**src/rtl/pcie_sq_tx_req.sv**
```systemverilog
// Splits a submission-queue fetch into tagged PCIe memory-read requests gated by tag and FIFO space.
// Define PCIE_SQ_TX_REQ_4KB_SPLIT_EN to keep every request inside one 4 KB address page.
module pcie_sq_tx_req #(
   parameter int unsigned C_PCIE_DATA_WIDTH  = 512,
   parameter int unsigned C_PCIE_ADDR_WIDTH  = 36,
   parameter int unsigned P_FIFO_DEPTH_WIDTH = 4,
   parameter int unsigned P_MAX_REQ_BEATS    = 2
) (
   input  logic                            pcie_user_clk,
   input  logic                            pcie_user_rst,
   input  logic                            sq_fetch_req,
   input  logic [C_PCIE_ADDR_WIDTH-7:0]    sq_fetch_addr,
   input  logic [P_FIFO_DEPTH_WIDTH:0]     sq_fetch_len,
   output logic                            sq_fetch_ack,
   output logic                            sq_fetch_done,
   output logic                            tx_mrd_req,
   output logic [C_PCIE_ADDR_WIDTH-3:0]    tx_mrd_addr,
   output logic [9:0]                      tx_mrd_len,
   output logic [7:0]                      tx_mrd_tag,
   input  logic                            tx_mrd_req_ack,
   output logic                            pcie_tag_alloc,
   output logic [7:0]                      pcie_alloc_tag,
   output logic [P_FIFO_DEPTH_WIDTH:0]     pcie_tag_alloc_len,
   input  logic                            pcie_tag_full_n,
   input  logic [P_FIFO_DEPTH_WIDTH:0]     rear_full_addr,
   input  logic [P_FIFO_DEPTH_WIDTH:0]     front_addr
);

   localparam int unsigned DwPerBeat = C_PCIE_DATA_WIDTH / 32;
   localparam int unsigned LenW      = P_FIFO_DEPTH_WIDTH + 1;
   localparam int unsigned BeatAddrW = C_PCIE_ADDR_WIDTH - 6;
   localparam int unsigned FifoDepth = 1 << P_FIFO_DEPTH_WIDTH;
`ifdef PCIE_SQ_TX_REQ_4KB_SPLIT_EN
   localparam int unsigned BeatBytes = C_PCIE_DATA_WIDTH / 8;
   localparam int unsigned Beats4k   = 4096 / BeatBytes;
   localparam int unsigned Beats4kW  = $clog2(Beats4k);
`endif

   typedef enum logic [1:0] {StIdle, StCalc, StWait, StReq} state_e;

   state_e               state_q;
   logic [BeatAddrW-1:0] addr_q;
   logic [LenW-1:0]      rem_q;
   logic [LenW-1:0]      chunk_q;
   logic [2:0]           tag_cnt_q;

   logic [31:0]          chunk_lim;
   logic [LenW-1:0]      chunk_calc;
   logic [LenW-1:0]      fifo_used;
   logic [LenW:0]        fifo_need;
   logic                 fifo_fits;

   always_comb begin
      chunk_lim = P_MAX_REQ_BEATS;
      if (32'(rem_q) < chunk_lim) begin
         chunk_lim = 32'(rem_q);
      end
`ifdef PCIE_SQ_TX_REQ_4KB_SPLIT_EN
      // Beats left before the next 4 KB page starts.
      if (Beats4k - 32'(addr_q[Beats4kW-1:0]) < chunk_lim) begin
         chunk_lim = Beats4k - 32'(addr_q[Beats4kW-1:0]);
      end
`endif
      chunk_calc = LenW'(chunk_lim);
   end

   // used + chunk <= depth is free >= chunk without a signed free term.
   always_comb begin
      fifo_used = rear_full_addr - front_addr;
      fifo_need = {1'b0, fifo_used} + {1'b0, chunk_q};
      fifo_fits = 32'(fifo_need) <= FifoDepth;
   end

   always_ff @(posedge pcie_user_clk) begin
      if (pcie_user_rst) begin
         state_q            <= StIdle;
         addr_q             <= '0;
         rem_q              <= '0;
         chunk_q            <= '0;
         tag_cnt_q          <= '0;
         sq_fetch_ack       <= 1'b0;
         sq_fetch_done      <= 1'b0;
         tx_mrd_req         <= 1'b0;
         tx_mrd_addr        <= '0;
         tx_mrd_len         <= '0;
         tx_mrd_tag         <= '0;
         pcie_tag_alloc     <= 1'b0;
         pcie_alloc_tag     <= '0;
         pcie_tag_alloc_len <= '0;
      end else begin
         sq_fetch_ack   <= 1'b0;
         sq_fetch_done  <= 1'b0;
         pcie_tag_alloc <= 1'b0;
         unique case (state_q)
            StIdle: begin
               if (sq_fetch_req) begin
                  addr_q       <= sq_fetch_addr;
                  rem_q        <= sq_fetch_len;
                  sq_fetch_ack <= 1'b1;
                  state_q      <= StCalc;
               end
            end
            StCalc: begin
               if (rem_q == '0) begin
                  sq_fetch_done <= 1'b1;
                  state_q       <= StIdle;
               end else begin
                  chunk_q <= chunk_calc;
                  state_q <= StWait;
               end
            end
            StWait: begin
               if (pcie_tag_full_n && fifo_fits) begin
                  pcie_tag_alloc     <= 1'b1;
                  pcie_alloc_tag     <= {5'b00000, tag_cnt_q};
                  pcie_tag_alloc_len <= chunk_q;
                  tx_mrd_req         <= 1'b1;
                  tx_mrd_addr        <= {addr_q, 4'b0000};
                  // 1024 DW truncates to 0, which is the PCIe encoding for 1024.
                  tx_mrd_len         <= 10'(32'(chunk_q) * DwPerBeat);
                  tx_mrd_tag         <= {5'b00000, tag_cnt_q};
                  state_q            <= StReq;
               end
            end
            StReq: begin
               if (tx_mrd_req_ack) begin
                  tx_mrd_req <= 1'b0;
                  addr_q     <= addr_q + BeatAddrW'(chunk_q);
                  rem_q      <= rem_q - chunk_q;
                  tag_cnt_q  <= tag_cnt_q + 3'd1;
                  state_q    <= StCalc;
               end
            end
            default: state_q <= StIdle;
         endcase
      end
   end

endmodule

```
**config.mk**
```make
export PLATFORM = sky130hd
export DESIGN_NAME = pcie_sq_tx_req
export DESIGN_NICKNAME = d
export VERILOG_FILES = /design/src/rtl/pcie_sq_tx_req.sv
export SDC_FILE = /design/constraint.sdc
export NUM_CORES = 1
export LEC_CHECK = 0
export ABC_CLOCK_PERIOD_IN_PS = 8200
export BUFFER_PORTS_ARGS = -buffer_cell sky130_fd_sc_hd__buf_2
export CAP_MARGIN = 30
export CORE_ASPECT_RATIO = 0.9
export CORE_UTILIZATION = 55
export DETAILED_ROUTE_END_ITERATION = 8
export HOLD_SLACK_MARGIN = 0.15
export PLACE_DENSITY = 0.94
export RECOVER_POWER = 100
export SLEW_MARGIN = 20
export SYNTH_ARGS = -nofsm -noshare
export SYNTH_HDL_FRONTEND = slang
export SYNTH_SLANG_ARGS = --single-unit
export TNS_END_PERCENT = 30
```
**constraint.sdc**
```tcl
create_clock -name pcie_user_clk -period 8.2 [get_ports pcie_user_clk]
set_clock_uncertainty 0.1 [all_clocks]
set_input_delay 1.23 -clock pcie_user_clk [delete_from_list [all_inputs] [get_ports pcie_user_clk]]
set_output_delay 1.23 -clock pcie_user_clk [all_outputs]
set_load 0.05 [all_outputs]
```
==> flow_summary.ini, run 1 <==
[run_status]
violations = max-capacitance violations, max-slew violations
status = finished with violations

[floorplan]
core_area_sq_mm = 0.00861
die_w_um = 102
num_rows = 32
die_y_um = 91.8
io_pins = 119
start_util = 0.572
die_area_sq_mm = 0.00933

[min_path]
hp-start = rem_q[0]
hold_path_class = flop to flop

[timing]
worst_slew_margin_rel = -1.48
timing.hold.ws_ns = 0.364
drv_slew = 130
fmax_ghz = 0.170
tns_ns = 0
tightestPinTransition_ns = 3.72
finalHoldViolCount = 0
fin_crit_ns = 5.89
postLayoutSetupSlackWorst_ns = 2.31
rsz0062_at_grt = no
period_share = 0.719
finalSetupViolCount = 0

[setup_path]
crit_required_ns = 8.18
cp-startpoint = rear_full_addr[0]
r2r_slack_ns = 3.28
reg2reg_from = chunk_q[1]
reg2reg_to = tx_mrd_addr[9]
endpoint_kind = flop
ff2ff_path_depth = 9
critPathKind = input pin to flop
cp-endpoint = tx_mrd_addr[9]
crit_path_max_fanout = 40
cp.arrival_ns = 5.88
cp-start-kind = input pin

[detailed_routing]
via_per_inst = 5.72
dr_total_vias = 4458
wirelength_mm = 11.9
drt-wirelength-per-cell_um = 15.3
antenna_left = 0
dr.pass1.iters = 5
dr.first_iter.drc_count = 295
drc = 0

[yosys]
avgSynthCellArea_sq_um = 8.45
synth_cell_types = 55
syn_inst = 583
synth_area_sq_mm = 0.00492
seq_area_frac_synth = 0.354
synth_flop_cell = dfxtp_1
yosysTopAreaCellShare = 0.354
yosysTopAreaCell = dfxtp_1
yosysMostFrequentCell = dfxtp_1
synth_enable_flop_cells = 0
synth_commonest_cells = dfxtp_1, nor2_1, a21oi_1, mux2i_1, buf_4
synthTopCellsByArea = dfxtp_1, mux2i_1, ha_1
synth.ff_latch_count = 87
async_flop_share = 0
yosys_warnings = 0

[placed_design]
place_worst_setup_slack_ns = 3.64
place_congestion = 0.863
io_buffers = 99
hpwl_mm = 8.30

[grt]
grt_pass1_vias = 4202
grtUsageTotal = 0.255
antenna_found_initial = 0
grt_pass1_wl_mm = 18.9
grt.overflow.total = 0
grt_max_degree = 89

[finish]
final_nets = 734
syn_to_final_growth_pct = 10.9
num_antenna_cells = 0
final_util = 0.634
regArea_sq_mm = 0.00174
n_fill_cell = 765
drive_gt1_frac = 0.123
multi_input_area_sq_mm = 0.00279

[clock_network]
cts_buffer_depth = 2
cts-hold-fix-buffers = 0
clk_latency_ns = 0.36
numCtsBuffers = 9
path_clk_slew_ns = 0.09
tritoncts = built
ctsResizeCount = 0
htreeDepth = 3
cts_setup_buffers = 0
root_buffer = clkbuf_8
clock-sinks = 87

[flow_run]
drv_cap = 2

[power_and_ir_drop]
ir_drop_mv = 0.116
power_leakage_nw = 2.04
power.density_mw_per_mm2 = 182
per-layer routing:
layer | GRT usage | share of wire | up-vias
met5 | 0 | 0 | -
met4 | 0.105 | 0.022 | 0
met3 | 0.0572 | 0.062 | 23
met2 | 0.413 | 0.48 | 175
met1 | 0.323 | 0.44 | 2103
li1 | - | - | 2157
report_power, final:
| part | internal (mW) | total (mW) | switching, mW |
|---|---|---|---|
| clock network | 0.113 | 0.277 | 0.164 |
| registers | 0.451 | 0.489 | 0.0383 |
| logic | 0.0890 | 0.229 | 0.140 |
through the flow:
stage | instances | instance area [sq um] | power (mW)
global route | 780 | 5460 | 1.04
floorplan | 601 | 4990 | 0.668
CTS | 778 | 5510 | 0.993
global placement | 762 | 5330 | 0.703
finish | 780 | 5460 | 0.995
detailed placement | 762 | 5330 | 0.720
registers in the layout, indices dropped and copies added, names as in the netlist:
register	flops
addr_q	30
tx_mrd_addr	30
chunk_q	5
pcie_tag_alloc_len	5
rem_q	5
pcie_alloc_tag	3
tag_cnt_q	3
state_q	2
pcie_tag_alloc	1
sq_fetch_ack	1
sq_fetch_done	1
tx_mrd_req	1
critical path, cell delays in order:
cell and delay (ns):
buf_2 0.08, inv_1 0.03, ha_1 0.22, fa_1 0.53, inv_1 0.05, ha_1 0.27
a211oi_1 0.34, o21bai_1 0.13, a21oi_1 0.26, o2111a_2 0.25, clkbuf_1 1.99, mux2i_1 0.35
nor2_1 0.09
worst min path at each step:
stage / end / slack [ns] / depth (start not counted)
floorplan: rem_q[0] / 0.33 / 2
global placement: rem_q[0] / 0.34 / 2
detailed placement: rem_q[0] / 0.35 / 2
CTS: rem_q[0] / 0.36 / 2
global route: rem_q[0] / 0.41 / 2
finish: rem_q[0] / 0.36 / 2
kinds of logic (layout without fill, tap and decap cells):
family,after synthesis,after routing,share of synthesized area
multiplexers,46,46,0.0938
AND/OR/NAND/NOR,165,165,0.160
adder cells (fa/ha/maj),28,28,0.0773
XOR/XNOR,11,11,0.0196
other,1,19,0.000762
flip-flops,87,87,0.354
buffers and inverters,92,152,0.0953
AO/OA/AOI/OAI,153,153,0.199
cell usage in the layout (no fill, tap or decap), types with 5 or more instances in the layout:
cell type  count
nor3_1         9
nand3_1       12
conb_1        19
clkbuf_8       9
mux2i_1       45
inv_1         30
buf_2         49
a21o_1         9
nor2b_1        9
o22ai_1       11
a211oi_1      23
o31ai_1        5
o21ai_0       26
o21a_1         7
and3_1         7
clkbuf_1      52
xnor2_1        7
nor2_1        75
nand2_1       26
nor4_1         8
a21oi_1       45
ha_1          23
dfxtp_1       87
final cells by class:
class	count	share of cell area
multi-input combinational	422	0.511
sequential	87	0.319
timing repair buffer	106	0.0890
tap	119	0.0273
clock buffer	9	0.0227
inverter	30	0.0206
clock inverter	7	0.0101
No activity file was read; power rests on OpenSTA's default activity.
==> run 2: changes to the inputs <==
- ABC_AREA: default -> 1
- ABC_CLOCK_PERIOD_IN_PS: 8200 -> 4900
- CORE_UTILIZATION: 55 -> 50
- PLACE_DENSITY: 0.94 -> 0.89
- clock period: 8.2 -> 4.9 ns (I/O delays scaled with it)
==> run 2 against run 1 <==
Net effect:
- the flow finishes with violations (design-rule violations)
- clock power grew to 2.7 times the previous value
- global-route usage decreased by 0.42 points
- sequential power grew 120%
- clock-buffer cell count grew 2
- synthesized area grew 9.3%
- total power rose to 2.9 times the previous value
- wire length is 16% higher
- flip-flop and latch count stayed put
- setup slack got worse by 1.4 ns
- sequential share of layout area shrank 2.7 points
- register-to-register slack got worse by 2.4 ns
- final cell count up 32%
- largest cell class unchanged
- highest routed layer unchanged
==> flow_summary.ini, run 2 <==
[yosys]
synth_flop_cell = dfxtp_1
synth_top_family_by_area = simple AND/OR/NAND/NOR gates
yosys-mux-area-fraction = 0
synth_commonest_cells = nand2_1, nor2_1, dfxtp_1, a21oi_1, inv_1
synth_area_sq_mm = 0.00538
synth.ff_latch_count = 87
avgSynthCellArea_sq_um = 6.52
synth_xor_area_frac = 0.0179
seq_area_frac_synth = 0.324
synth_enable_flop_cells = 0
synth_cell_types = 35
yosysTopAreaCellShare = 0.324
yosysMostFrequentCell = nand2_1
synth-compound-area-share = 0.136
syn_inst = 825
synthTopCellsByArea = dfxtp_1, nand2_1, a21oi_1
yosys_warnings = 0
yosys.area_share.simple = 0.336
yosysTopAreaCell = dfxtp_1
async_flop_share = 0
synthAdderAreaFrac = 0.0707

[power_and_ir_drop]
power_leakage_nw = 2.52
finalPower_mw = 2.88
seqPwrFrac = 0.369
clkPwrFrac = 0.257
switchingPower_mw = 1.21
p_comb_frac = 0.374
p_int_mw = 1.67
sw_frac_of_total = 0.420
ir_drop_mv = 0.347
power.density_mw_per_mm2 = 482

[finish]
final_nets = 973
syn_to_final_growth_pct = 11.0
final_cell_mix = nand2_1, nor2_1, a21oi_1, dfxtp_1, inv_1
num_antenna_cells = 0
drive_gt1_frac = 0.0911
final_common_cell = nand2_1
n_fill_cell = 1022
largestRegisters = addr_q (30), tx_mrd_addr (30)

[grt]
grt_max_degree = 74
grt.overflow.total = 0
grtUsageTotal = 0.250
grt_pass1_wl_mm = 22.7
antenna_found_initial = 0
grt_pass1_vias = 4727

[clock_network]
clk_latency_ns = 0.34
cts_setup_buffers = 0
numCtsBuffers = 9
cts_buffer_depth = 2
cts-hold-fix-buffers = 0
path_clk_slew_ns = 0.06
clock-sinks = 87
ctsResizeCount = 0
htreeDepth = 3
root_buffer = clkbuf_16
tritoncts = built

[timing]
fmax_ghz = 0.248
finalSetupViolCount = 0
drv_slew = 0
worst_slew_margin_rel = 0.390
tns_ns = 0
fin_crit_ns = 4.04
tightestPinTransition_ns = 0.915
finalHoldViolCount = 0
rsz0062_at_grt = no
period_share = 0.823

[min_path]
hold_path_class = flop to flop
whs_path_depth = 2

[detailed_routing]
drt-wirelength-per-cell_um = 13.4
dr.first_iter.drc_count = 442
dr_total_vias = 5433
wirelength_mm = 13.8
dr.pass1.iters = 7
drc = 16
via_per_inst = 5.28
antenna_left = 0

[placed_design]
place_congestion = 0.926
io_buffers = 99
hpwl_mm = 9.94

[setup_path]
ff2ff_path_depth = 11
endpoint_kind = flop
crit_required_ns = 5.06
cp-start-kind = flop
crit_path_max_fanout = 50
critPathKind = flop to flop
cp.arrival_ns = 4.19

[floorplan]
die_y_um = 100
die_w_um = 111
io_pins = 119
num_rows = 35
start_util = 0.521
core_area_sq_mm = 0.0103
die_area_sq_mm = 0.0112

[run_status]
violations = design-rule violations
status = finished with violations

[flow_run]
drv_cap = 0
## run 2: changes by cell type after synthesis, sizes merged, moves of 28 or more
cell | before | now
nand3 | 12 | 52
mux2i | 45 | 0
a21oi | 46 | 95
inv | 30 | 62
nand2 | 26 | 269
nor2 | 75 | 103
## run 2: cells by family after synthesis
kind of cell,count (synthesis)
simple gates,440
compound gates,134
buf+inv,124
flops,87
fa+ha+maj,28
xor+xnor,11
other cells,1
## run 2: layer usage
layer / vias up / wire length [um] / track usage
met3: 16 / 1120 / 0.0501
met4: 0 / 146 / 0.0541
met1: 2463 / 6570 / 0.354
met2: 219 / 5990 / 0.394
met5: - / 0 / 0
li1: 2735 / - / -
## run 2: layout make-up
class	instances	area [sq um]	share of cell area
multi-input combinational	632	3060	0.512
sequential	87	1740	0.292
timing repair buffer	102	452	0.0756
clock buffer	11	243	0.0406
inverter	63	238	0.0398
tap	129	161	0.0270
clock inverter	5	81.3	0.0136
## run 2: through the flow
step / hold slack (ns) / utilization / cell area [sq um] / setup slack (ns) / std cells
after detailed placement: 0.355 / 0.556 / 5740 / 0.752 / 1013
final: 0.367 / 0.578 / 5970 / 0.865 / 1029
after global placement: 0.350 / 0.556 / 5740 / 0.960 / 1013
after CTS: 0.365 / 0.587 / 6070 / 1.09 / 1029
after global routing: 0.384 / 0.578 / 5970 / 0.456 / 1029
after floorplan: 0.353 / - / 5450 / 1.79 / 843
## run 2: final timing paths
path | startpoint | end | slack, ns
worst max-delay path | state_q[0] | addr_q[12] | 0.86
worst max register to register | state_q[0] | addr_q[12] | 0.86
worst min-delay path | tx_mrd_addr[20] | tx_mrd_addr[20] | 0.37
worst min register to register | tx_mrd_addr[20] | tx_mrd_addr[20] | 0.37
## run 2: power by group through the flow
stage	Combinational (mW)	Clock, mW	Sequential, mW
6_report	1.08	0.740	1.06
5_1_grt	1.22	0.771	1.08
4_1_cts	1.09	0.740	1.06
3_5_place_dp	1.08	0	1.07
3_3_place_gp	1.05	0	1.06
2_1_floorplan	0.868	0	1.05
## run 2: critical path, cell delays in order (launching register included)
cell and delay (ns):
dfxtp_1 0.35, ha_1 0.21, buf_4 0.28, inv_1 0.72, or2_1 0.19, o21ai_0 0.11, a21oi_1 0.13, clkbuf_1 0.71
inv_2 0.59, nor2_1 0.28, o21ai_0 0.12, a21oi_1 0.14
==> run 3: changes to the inputs <==
- ABC_CLOCK_PERIOD_IN_PS: 4900 -> 3600
- clock period: 4.9 -> 3.6 ns (I/O delays scaled with it)
==> run 3 against run 2 <==
Net effect:
- register-to-register slack worse by 0.11 ns
- clock-buffer cell count rose by 1
- non-clock buffer count up 2
- critical path type is now input pin to flop
- the flow finishes with violations (design-rule violations, max-capacitance violations, max-slew violations)
==> flow_summary.ini, run 3 (synthesis gave the netlist of run 2 again) <==
[grt]
grt_pass1_wl_mm = 22.4
antenna_found_initial = 0
grtUsageTotal = 0.250
grt_pass1_vias = 4720
grt_max_degree = 51
grt.overflow.total = 0

[finish]
regArea_sq_mm = 0.00174
final_common_cell = nand2_1
syn_to_final_growth_pct = 11.2
final_cell_mix = nand2_1, nor2_1, a21oi_1, dfxtp_1, inv_1
multi_input_area_sq_mm = 0.00306
num_antenna_cells = 0
final_nets = 975
drive_gt1_frac = 0.0942
n_fill_cell = 1026
largestRegisters = addr_q (30), tx_mrd_addr (30)
final_util = 0.579

[clock_network]
tritoncts = built
clock-sinks = 87
path_clk_slew_ns = 0.06
cts_buffer_depth = 2
htreeDepth = 3
cts_setup_buffers = 0
root_buffer = clkbuf_16
clk_latency_ns = 0.35
ctsResizeCount = 0
cts-hold-fix-buffers = 0
numCtsBuffers = 9

[timing]
period_share = 0.838
fin_crit_ns = 3.02
tightestPinTransition_ns = 1.83
worst_slew_margin_rel = -0.219
fmax_ghz = 0.331
timing.hold.ws_ns = 0.340
tns_ns = 0
finalHoldViolCount = 0
finalSetupViolCount = 0
rsz0062_at_grt = no
drv_slew = 40

[run_status]
status = finished with violations
violations = design-rule violations, max-capacitance violations, max-slew violations

[detailed_routing]
antenna_left = 0
dr.pass1.iters = 7
via_per_inst = 5.22
drc = 16
wirelength_mm = 13.5
dr.first_iter.drc_count = 480
dr_total_vias = 5386
drt-wirelength-per-cell_um = 13.1

[flow_run]
drv_cap = 1

[power_and_ir_drop]
power.density_mw_per_mm2 = 647
finalPower_mw = 3.87
ir_drop_mv = 0.614
power_leakage_nw = 2.52

[setup_path]
cp.arrival_ns = 3.16
crit_path_max_fanout = 25
cp-start-kind = input pin
critPathKind = input pin to flop
endpoint_kind = flop
crit_required_ns = 3.75

[floorplan]
die_w_um = 111
num_rows = 35
core_area_sq_mm = 0.0103
die_y_um = 100
io_pins = 119
die_area_sq_mm = 0.0112
start_util = 0.521

[placed_design]
place_congestion = 0.938
hpwl_mm = 9.85
io_buffers = 99

[min_path]
hold_path_class = input pin to flop
## run 3: cell type report
type,instances,area share
clock buffers,12,0.0429
clock inverters,4,0.00899
inverters,63,0.0397
multi-input cells,632,0.511
flip-flops and latches,87,0.291
well taps,129,0.0270
repair buffers,104,0.0797
## run 3: worst paths after layout
path / startpoint / to / slack [ns] / cells past startpoint
worst max-delay path: rear_full_addr[0] / pcie_tag_alloc_len[4] / 0.58 / 17
worst min-delay path: sq_fetch_req / sq_fetch_ack / 0.34 / 3
worst max register to register: state_q[0] / addr_q[19] / 0.75 / 9
worst min register to register: tx_mrd_addr[12] / tx_mrd_addr[12] / 0.37 / 2
## run 3: critical path, cell delays in order
cell,delay (ns)
buf_2,0.07
inv_1,0.03
ha_1,0.21
fa_1,0.40
o21ai_0,0.24
xor2_1,0.18
ha_1,0.28
nand2_1,0.08
inv_1,0.05
nand4_1,0.07
nand3_1,0.07
nor2_1,0.20
nand3_4,0.10
clkinv_2,0.20
buf_12,0.21
nand2_1,0.08
a21oi_1,0.14
## run 3: through the flow
step                      area [sq um]  setup WS, ns  instances
after floorplan                   5450         0.685        843
after global placement            5770         0.453       1015
after detailed placement          5770         0.309       1015
after CTS                         6080         0.662       1031
after global routing              5980         0.366       1031
final                             5980         0.582       1031
## run 3: metal layers
metal | track usage | share of wire | up-vias
met5 | 0 | 0 | -
met4 | 0.0686 | 0.012 | 0
met3 | 0.0411 | 0.076 | 15
met2 | 0.389 | 0.43 | 231
met1 | 0.356 | 0.48 | 2399
li1 | - | - | 2741
## run 3: power by group
group	leakage, nW	total, mW	internal [mW]	switching (mW)
Sequential	0.709	1.43	1.17	0.267
Combinational	1.67	1.47	0.490	0.985
Clock	0.145	0.960	0.577	0.384
